File: config.mk
export PLATFORM = sky130hd
export DESIGN_NAME = shift_register_sequencer
export DESIGN_NICKNAME = d
export VERILOG_FILES = /design/src/rtl/shift_register_sequencer.sv
export SDC_FILE = /design/constraint.sdc
export NUM_CORES = 1
export LEC_CHECK = 0
export BUFFER_PORTS_ARGS = -buffer_cell sky130_fd_sc_hd__buf_2
export CAP_MARGIN = 10
export CELL_PAD_IN_SITES_DETAIL_PLACEMENT = 0
export CELL_PAD_IN_SITES_GLOBAL_PLACEMENT = 1
export CORE_ASPECT_RATIO = 1.75
export CORE_MARGIN = 3
export CORE_UTILIZATION = 40
export CTS_BUF_LIST = sky130_fd_sc_hd__clkbuf_8
export DETAILED_ROUTE_END_ITERATION = 10
export PLACE_DENSITY_LB_ADDON = 0.25
export SETUP_SLACK_MARGIN = 0.15
export SYNTH_ARGS = -nofsm -noshare
export SYNTH_HDL_FRONTEND = slang
export SYNTH_SLANG_ARGS = --single-unit
File: constraint.sdc
create_clock -name clk -period 6.65 [get_ports clk]
set_input_delay 0.665 -clock clk [delete_from_list [all_inputs] [get_ports clk]]
set_output_delay 0.665 -clock clk [all_outputs]
set_load 0.1 [all_outputs]
File: src/rtl/shift_register_sequencer.sv
// ---------------------------------------------------------------------------
// shift_register_sequencer
//
// Sequencer for an external WIDTH-bit bidirectional serial shift register.
// On start it serially loads a user pattern MSB-first, then rotates it left
// (dir=0) or right (dir=1) for a programmed number of steps, or continuously
// (steps=0) until stop. Shifts are paced by an internal tick prescaler of
// TICK_DIV system clocks. A shadow copy of the register is kept in q_model.
//
// Ports:
//   clk       system clock, rising edge
//   clear     asynchronous active-low reset
//   start     one-cycle request to begin a sequence (accepted only in IDLE)
//   stop      one-cycle abort (honoured in LOAD and RUN)
//   dir       rotate direction, latched at start (0 toward MSB, 1 toward LSB)
//   pattern   value to load, latched at start
//   steps     rotate step count, latched at start (0 = continuous)
//   data      serial data to the register (registered)
//   mode      direction select to the register (registered)
//   shift_en  one-cycle shift strobe, equal to the prescaler tick
//   busy      high in LOAD and RUN
//   done      one-cycle pulse when a counted rotation completes
//   q_model   shadow of the register contents
//   state     IDLE=0, LOAD=1, RUN=2, DONE=3
// ---------------------------------------------------------------------------
module shift_register_sequencer #(
    parameter int TICK_DIV = 100000000,
    parameter int WIDTH    = 4
) (
    input  logic             clk,
    input  logic             clear,
    input  logic             start,
    input  logic             stop,
    input  logic             dir,
    input  logic [WIDTH-1:0] pattern,
    input  logic [3:0]       steps,
    output logic             data,
    output logic             mode,
    output logic             shift_en,
    output logic             busy,
    output logic             done,
    output logic [WIDTH-1:0] q_model,
    output logic [1:0]       state
);

    localparam int TW = (TICK_DIV > 1) ? $clog2(TICK_DIV) : 1;
    localparam int LW = (WIDTH > 1) ? $clog2(WIDTH) : 1;
    localparam logic [TW-1:0] TICK_LAST = TW'(TICK_DIV - 1);
    localparam logic [LW-1:0] LOAD_LAST = LW'(WIDTH - 1);

    typedef enum logic [1:0] {
        IDLE = 2'd0,
        LOAD = 2'd1,
        RUN  = 2'd2,
        DONE = 2'd3
    } state_t;

    state_t           st_q, st_d;
    logic [TW-1:0]    tick_cnt_q, tick_cnt_d;
    logic [LW-1:0]    load_cnt_q, load_cnt_d;
    logic [3:0]       step_cnt_q, step_cnt_d;
    logic [WIDTH-1:0] pattern_l_q, pattern_l_d;
    logic             dir_l_q, dir_l_d;
    logic [3:0]       steps_l_q, steps_l_d;
    logic [WIDTH-1:0] q_d;
    logic             data_d, mode_d;
    logic             tick;
    logic [3:0]       step_inc;
    logic [LW-1:0]    bit_idx;

    assign busy     = (st_q == LOAD) || (st_q == RUN);
    assign tick     = busy && (tick_cnt_q == TICK_LAST);
    assign shift_en = tick;
    assign done     = (st_q == DONE);
    assign state    = st_q;
    assign step_inc = step_cnt_q + 4'd1;

    always_comb begin
        st_d        = st_q;
        tick_cnt_d  = '0;
        load_cnt_d  = load_cnt_q;
        step_cnt_d  = step_cnt_q;
        pattern_l_d = pattern_l_q;
        dir_l_d     = dir_l_q;
        steps_l_d   = steps_l_q;
        q_d         = q_model;
        data_d      = 1'b0;
        mode_d      = 1'b0;
        bit_idx     = '0;

        // Prescaler only runs while busy; leaving IDLE always starts it from 0.
        if (busy) begin
            tick_cnt_d = tick ? '0 : tick_cnt_q + TW'(1);
        end

        // The shadow follows the register even on a tick that coincides with stop.
        if (tick) begin
            q_d = mode ? {data, q_model[WIDTH-1:1]} : {q_model[WIDTH-2:0], data};
        end

        case (st_q)
            IDLE: begin
                if (start && !stop) begin
                    st_d        = LOAD;
                    pattern_l_d = pattern;
                    dir_l_d     = dir;
                    steps_l_d   = steps;
                    load_cnt_d  = '0;
                end
            end
            LOAD: begin
                if (stop) begin
                    st_d = IDLE;
                end else if (tick) begin
                    if (load_cnt_q == LOAD_LAST) begin
                        st_d       = RUN;
                        step_cnt_d = 4'd0;
                    end else begin
                        load_cnt_d = load_cnt_q + LW'(1);
                    end
                end
            end
            RUN: begin
                if (stop) begin
                    st_d = IDLE;
                end else if (tick) begin
                    step_cnt_d = step_inc;
                    if ((steps_l_q != 4'd0) && (step_inc == steps_l_q)) begin
                        st_d = DONE;
                    end
                end
            end
            default: begin
                st_d = IDLE;
            end
        endcase

        // data/mode are computed from next-cycle state so the registered
        // outputs are already valid for the whole following tick window.
        bit_idx = LOAD_LAST - load_cnt_d;
        case (st_d)
            LOAD: begin
                data_d = pattern_l_d[bit_idx];
            end
            RUN: begin
                mode_d = dir_l_d;
                data_d = dir_l_d ? q_d[0] : q_d[WIDTH-1];
            end
            default: begin
                data_d = 1'b0;
                mode_d = 1'b0;
            end
        endcase
    end

    always_ff @(posedge clk or negedge clear) begin
        if (!clear) begin
            st_q        <= IDLE;
            tick_cnt_q  <= '0;
            load_cnt_q  <= '0;
            step_cnt_q  <= '0;
            pattern_l_q <= '0;
            dir_l_q     <= 1'b0;
            steps_l_q   <= '0;
            q_model     <= '0;
            data        <= 1'b0;
            mode        <= 1'b0;
        end else begin
            st_q        <= st_d;
            tick_cnt_q  <= tick_cnt_d;
            load_cnt_q  <= load_cnt_d;
            step_cnt_q  <= step_cnt_d;
            pattern_l_q <= pattern_l_d;
            dir_l_q     <= dir_l_d;
            steps_l_q   <= steps_l_d;
            q_model     <= q_d;
            data        <= data_d;
            mode        <= mode_d;
        end
    end

endmodule

== After elaboration in Yosys (flattened, before gate mapping) ==
Index checks and enable logic that the tools add are counted.
Storage, ports and cells
  logic and storage cells: 71
  register bits: 50
Operators by class
  reductions and logical operators: 10
  multiplexer cells: 32
  add/subtract/negate cells: 4
  equality and inequality tests: 13
  $lt $le $gt $ge: 1
Operator list (count)
  $mux W27: 2
  $mux W4: 9
  $add A27 B1 Y27 const B: 1
  $eq A27 B27 Y1 const B: 1
  $mux W2: 11
  $eq A2 B2 Y1 const B: 4
  $ne A2 B2 Y1 const B: 4
  $pmux W4 S2: 1
  $pmux W2 S3: 1
  $reduce_and A6 Y1: 1
  $mux W1: 5
  $add A4 B1 Y4 const B: 1
  $eq A2 B1 Y1 const B: 2
  $eq A4 B4 Y1: 1
  $pmux W2 S2: 1
  $reduce_bool A4 Y1: 1
  $logic_and A1 B1 Y1: 3
  $lt A2 B3 Y1 const B: 1
  $add A2 B1 Y2 const B: 1
  $bmux W1 S2: 1
  $logic_not A2 Y1: 1
  $ne A2 B1 Y1 const B: 1
  $pmux W1 S2: 1
  $reduce_and A2 Y1: 1
  other kinds (4): 4

== Logic depth before layout (Yosys ltp) ==
  depth after elaboration: 10
  gate-level depth with buffers: 13
  mapped depth without buffers: 13

== Worst setup path before layout ==
OpenSTA, ideal clock, no wires.
  path type: reg-to-output
  from: register st_q[1] (netlist: state[1])
  to: output port shift_en
  required time: 5985 ps
  buffers on the path: 0
  cell stages (with the launch flop): 6
  slack: 1344 ps
  arrival time: 4641 ps
  path through: dfrtp_1 > inv_1 > ha_1 > and3b_1 > nand4_1 > nor3_1
On the way
  word-level cells in the longest chain between the ends: 3
RTL lines
  start, declared: line 58  | state_t st_q, st_d;
  start signal, assigned: line 169  | st_q <= st_d;
  $eq A2 B1 Y1 / $eq A2 B2 Y1 (equally long branches): line 71  | assign busy = (st_q == LOAD) || (st_q == RUN);
  $logic_or A1 B1 Y1 (*): line 71
  named net busy: line 40  | output logic busy,
  $logic_and A1 B1 Y1 (*): line 72  | assign tick = busy && (tick_cnt_q == TICK_LAST);
  end, declared: line 39  | output logic shift_en,
Mark *: on every way through the listed nets, which the timed path passes. The rest lies on a longest branch.

== Final worst setup path ==
  from: register st_q[1] (netlist: state[1])
  to: register data
RTL lines
  $eq A2 B1 Y1 / $eq A2 B2 Y1 (equally long branches): line 71, 101
  $logic_or A1 B1 Y1: line 71
  $logic_and A1 B1 Y1: line 72
  $mux W2 (on tied branches): line 126, 114
  $mux W2 (on tied branches): line 124, 112
  $pmux W2 S3 (*): line 101  | case (st_q)
  named net st_d[1]: line 58
  $eq A2 B2 Y1 / $eq A2 B1 Y1 (equally long branches): line 141  | case (st_d)
  $pmux W1 S2 (*): line 141
  named net data_d: line 66  | logic data_d, mode_d;
  end signal, assigned: line 177  | data <= data_d;
  end, declared: line 37  | output logic data,
Mark *: on every way through the listed nets, which the timed path passes. The rest lies on a longest branch. The select of a mux whose other input is x is not followed.
A chain may end at the register's enable or synchronous reset.

==> results_dict.tcl <==
set metrics [dict create \
    groute.usage.overall_pct 17.9 \
    synth-edff-count 0 \
    maxSlewViolCount 0 \
    tightest_slew_ns 0.950 \
    antenna_found_initial 0 \
    ios 24 \
    ir_worst_vdd_mv 0.130 \
    start_util_pct 41.5 \
    synth_flop_cell "dfrtp_1" \
    status "complete, no violations" \
    dp_slack_ns 3.37 \
    fp.coreArea_sq_um 6590 \
    setup_tns_ns 0 \
    cp-end-kind "flip-flop" \
    grt_pass1_wl_microns 10500 \
    nets 321 \
    grt_max_degree 51 \
    postSynthRegisterBits 50 \
    die_h_microns 115 \
    p_leak_nw 1.30 \
    reg2reg_from "state[1]$_DFF_PN0_" \
    grt_pass1_vias 2188 \
    post_cts_buffers 0 \
    clock_skew_ns 0.00716 \
    start_kind "flip-flop" \
    vias 2092 \
    netlist.area_leader.share_pct 45.8 \
    gp_congestion 0.913 \
    yosys.area.top_type "dfrtp_1" \
    layout-drive-gt1-share_pct 15.3 \
    async_flop_share_pct 100 \
    required_ns 6.89 \
    clk_pin_slew_worst_paths_ns 0.09 \
    path_class "reg2reg" \
    wire_per_inst_microns 16.3 \
    max_slew_margin_pct 36.1 \
    antenna_cells 0 \
    dp_hpwl_microns 4730 \
    max_cap_violations 0 \
    period_share_pct 49.6 \
    port_buffers 23 \
    syn_inst 278 \
    cts.sinks 50 \
    setup_viol 0 \
    cts_resized 0 \
    yosysSeqAreaShare_pct 45.8 \
    fp.dieW_microns 68.5 \
    synth.net_count 299 \
    syn-cell-area_sq_um 2730 \
    crit_slowest_cell "dfrtp_1" \
    synth_warnings 0 \
    ant_nets 0 \
    r2r-end "data$_DFF_PN0_" \
    postLayoutSetupSlackWorst_ns 3.35 \
    die-area_sq_um 7900 \
    worstPathCellList "inv_1 > ha_1 > and3b_1 > and4_1 > nand2_1 > nor4_1 > o21bai_1 > a21oi_1 > ha_1 > nor2b_1 > o31ai_1 > a2111o_1 > o211ai_2" \
    period_minus_slack_ns 3.30 \
    critical-path-max-stage-delay_ns 0.44 \
    final_cells 383 \
    dp_cells 375 \
    vias_per_cell 5.46 \
    cts_root_buf "clkbuf_8" \
    fp-row-count 39 \
    critical_path.most_common_cell "ha_1" \
    fin_util_pct 45.7 \
    grt_setup_unrepaired "no" \
    htree_num_levels 2 \
    max_freq_mhz 303 \
    cts-hold-fix-buffers 0 \
    synth.avg_cell_area_sq_um 9.83 \
    grt_overflow 0 \
    cts_buffers 5 \
    critPathMaxFanout 6 \
    first_pass_iters 4 \
    synth.distinct_cells 51 \
    hold_viol_final 0 \
    cts.path.max_buffers 2 \
    syn_to_final_growth_pct 10.3 \
    crit_arrival_ns 3.53 \
    reg2reg_slack_ns 3.35 \
    worstSkewPairLatency_ns 0.31 \
    drc 0 \
    tritoncts "yes" \
    wl_microns 6230 \
    dr.first_iter.drc_count 107 \
    p_total_mw 0.796 \
    worst-r2r-cell-count 13 \
    synth.top_cells.by_area "dfrtp_1 46%, xor2_1 5.5%, nor2_1 4.8%" \
    cp-startpoint "state[1]$_DFF_PN0_" \
    powerDensity_nw_per_um2 264 \
    min_path_type "in2async" \
]
==> worst max path at each step <==
stage	to	slack [ns]	depth (start not counted)
after floorplan	shift_en	1.34	5
after detailed placement	tick_cnt_q[22]$_DFF_PN0_	3.37	7
after global placement	data$_DFF_PN0_	3.51	13
after global routing	data$_DFF_PN0_	3.10	13
final	data$_DFF_PN0_	3.35	13
after CTS	data$_DFF_PN0_	3.34	13
==> cell families after synthesis <==
group	share of synthesized area, %
AO/OA/AOI/OAI	7.74
AND/OR/NAND/NOR	24.4
adder cells (fa/ha/maj)	3.66
flip-flops	45.8
XOR/XNOR	9.30
buffers and inverters	2.84
multiplexers	6.28
==> layout by cell type, fill, tap and decap left out, types with 9 or more instances in the layout <==
master,Yosys,routed
dfrtp_1,50,50
nor2_1,35,35
buf_2,2,23
nand2_1,19,19
xor2_1,17,17
nand3_1,16,16
inv_1,11,12
xnor2_1,12,12
nand4_1,9,9
mux2_2,9,9
==> flip-flops by register name, summed over array words and instances, names as in the netlist <==
register	cells
load_cnt_q	2
steps_l_q	4
state	2
step_cnt_q	4
pattern_l_q	4
mode	1
q_model	4
dir_l_q	1
data	1
tick_cnt_q	27
==> layer usage <==
layer	track usage, %	wire length, microns	up-vias
li1	-	-	1027
met1	18.2	2340	1022
met2	33.6	3540	33
met3	3.32	194	10
met4	7.57	150	0
met5	0	0	-
==> metrics by stage <==
step / instance area [sq um] / hold WS (ns)
4_1_cts: 3010 / 0.481
6_report: 3010 / 0.446
2_1_floorplan: 2730 / 0.369
5_1_grt: 3010 / 0.498
3_3_place_gp: 2920 / 0.477
3_5_place_dp: 2920 / 0.484
==> final cells by class <==
cell class,instances,area [sq um]
fill,674,3580
multi-input combinational,208,1400
sequential,50,1250
timing repair buffer,24,123
tap,82,103
clock buffer,6,82.6
inverter,11,41.3
clock inverter,2,8.76
==> worst max-delay path: cells and delay by family, from the launching register on <==
| family | cells | cell delay, ns |
|---|---|---|
| AOI/OAI and AO/OA | 5 | 1.03 |
| adders and majority gates | 2 | 0.66 |
| buffers and inverters | 1 | 0.11 |
| DFF | 1 | 0.44 |
| and+or+nand+nor | 5 | 1.00 |
==> synth_stat cells, types with 4 or more instances <==
master    count
nor4_1        5
mux2_2        9
xnor2_1      12
ha_1          8
nor2_1       35
dfrtp_1      50
o21ai_0       8
nand4_1       9
inv_1        11
mux2i_1       7
clkbuf_1      5
nand3_1      16
and3_1        6
nand2_1      19
nor3_1        4
xor2_1       17
a21oi_1       8
==> power breakdown <==
| part | internal (mW) | switching, mW | leakage (nW) |
|---|---|---|---|
| Combinational | 0.0763 | 0.166 | 0.577 |
| Sequential | 0.343 | 0.0306 | 0.675 |
| Clock | 0.0825 | 0.0981 | 0.0524 |
(Power assumes the default switching activity.)
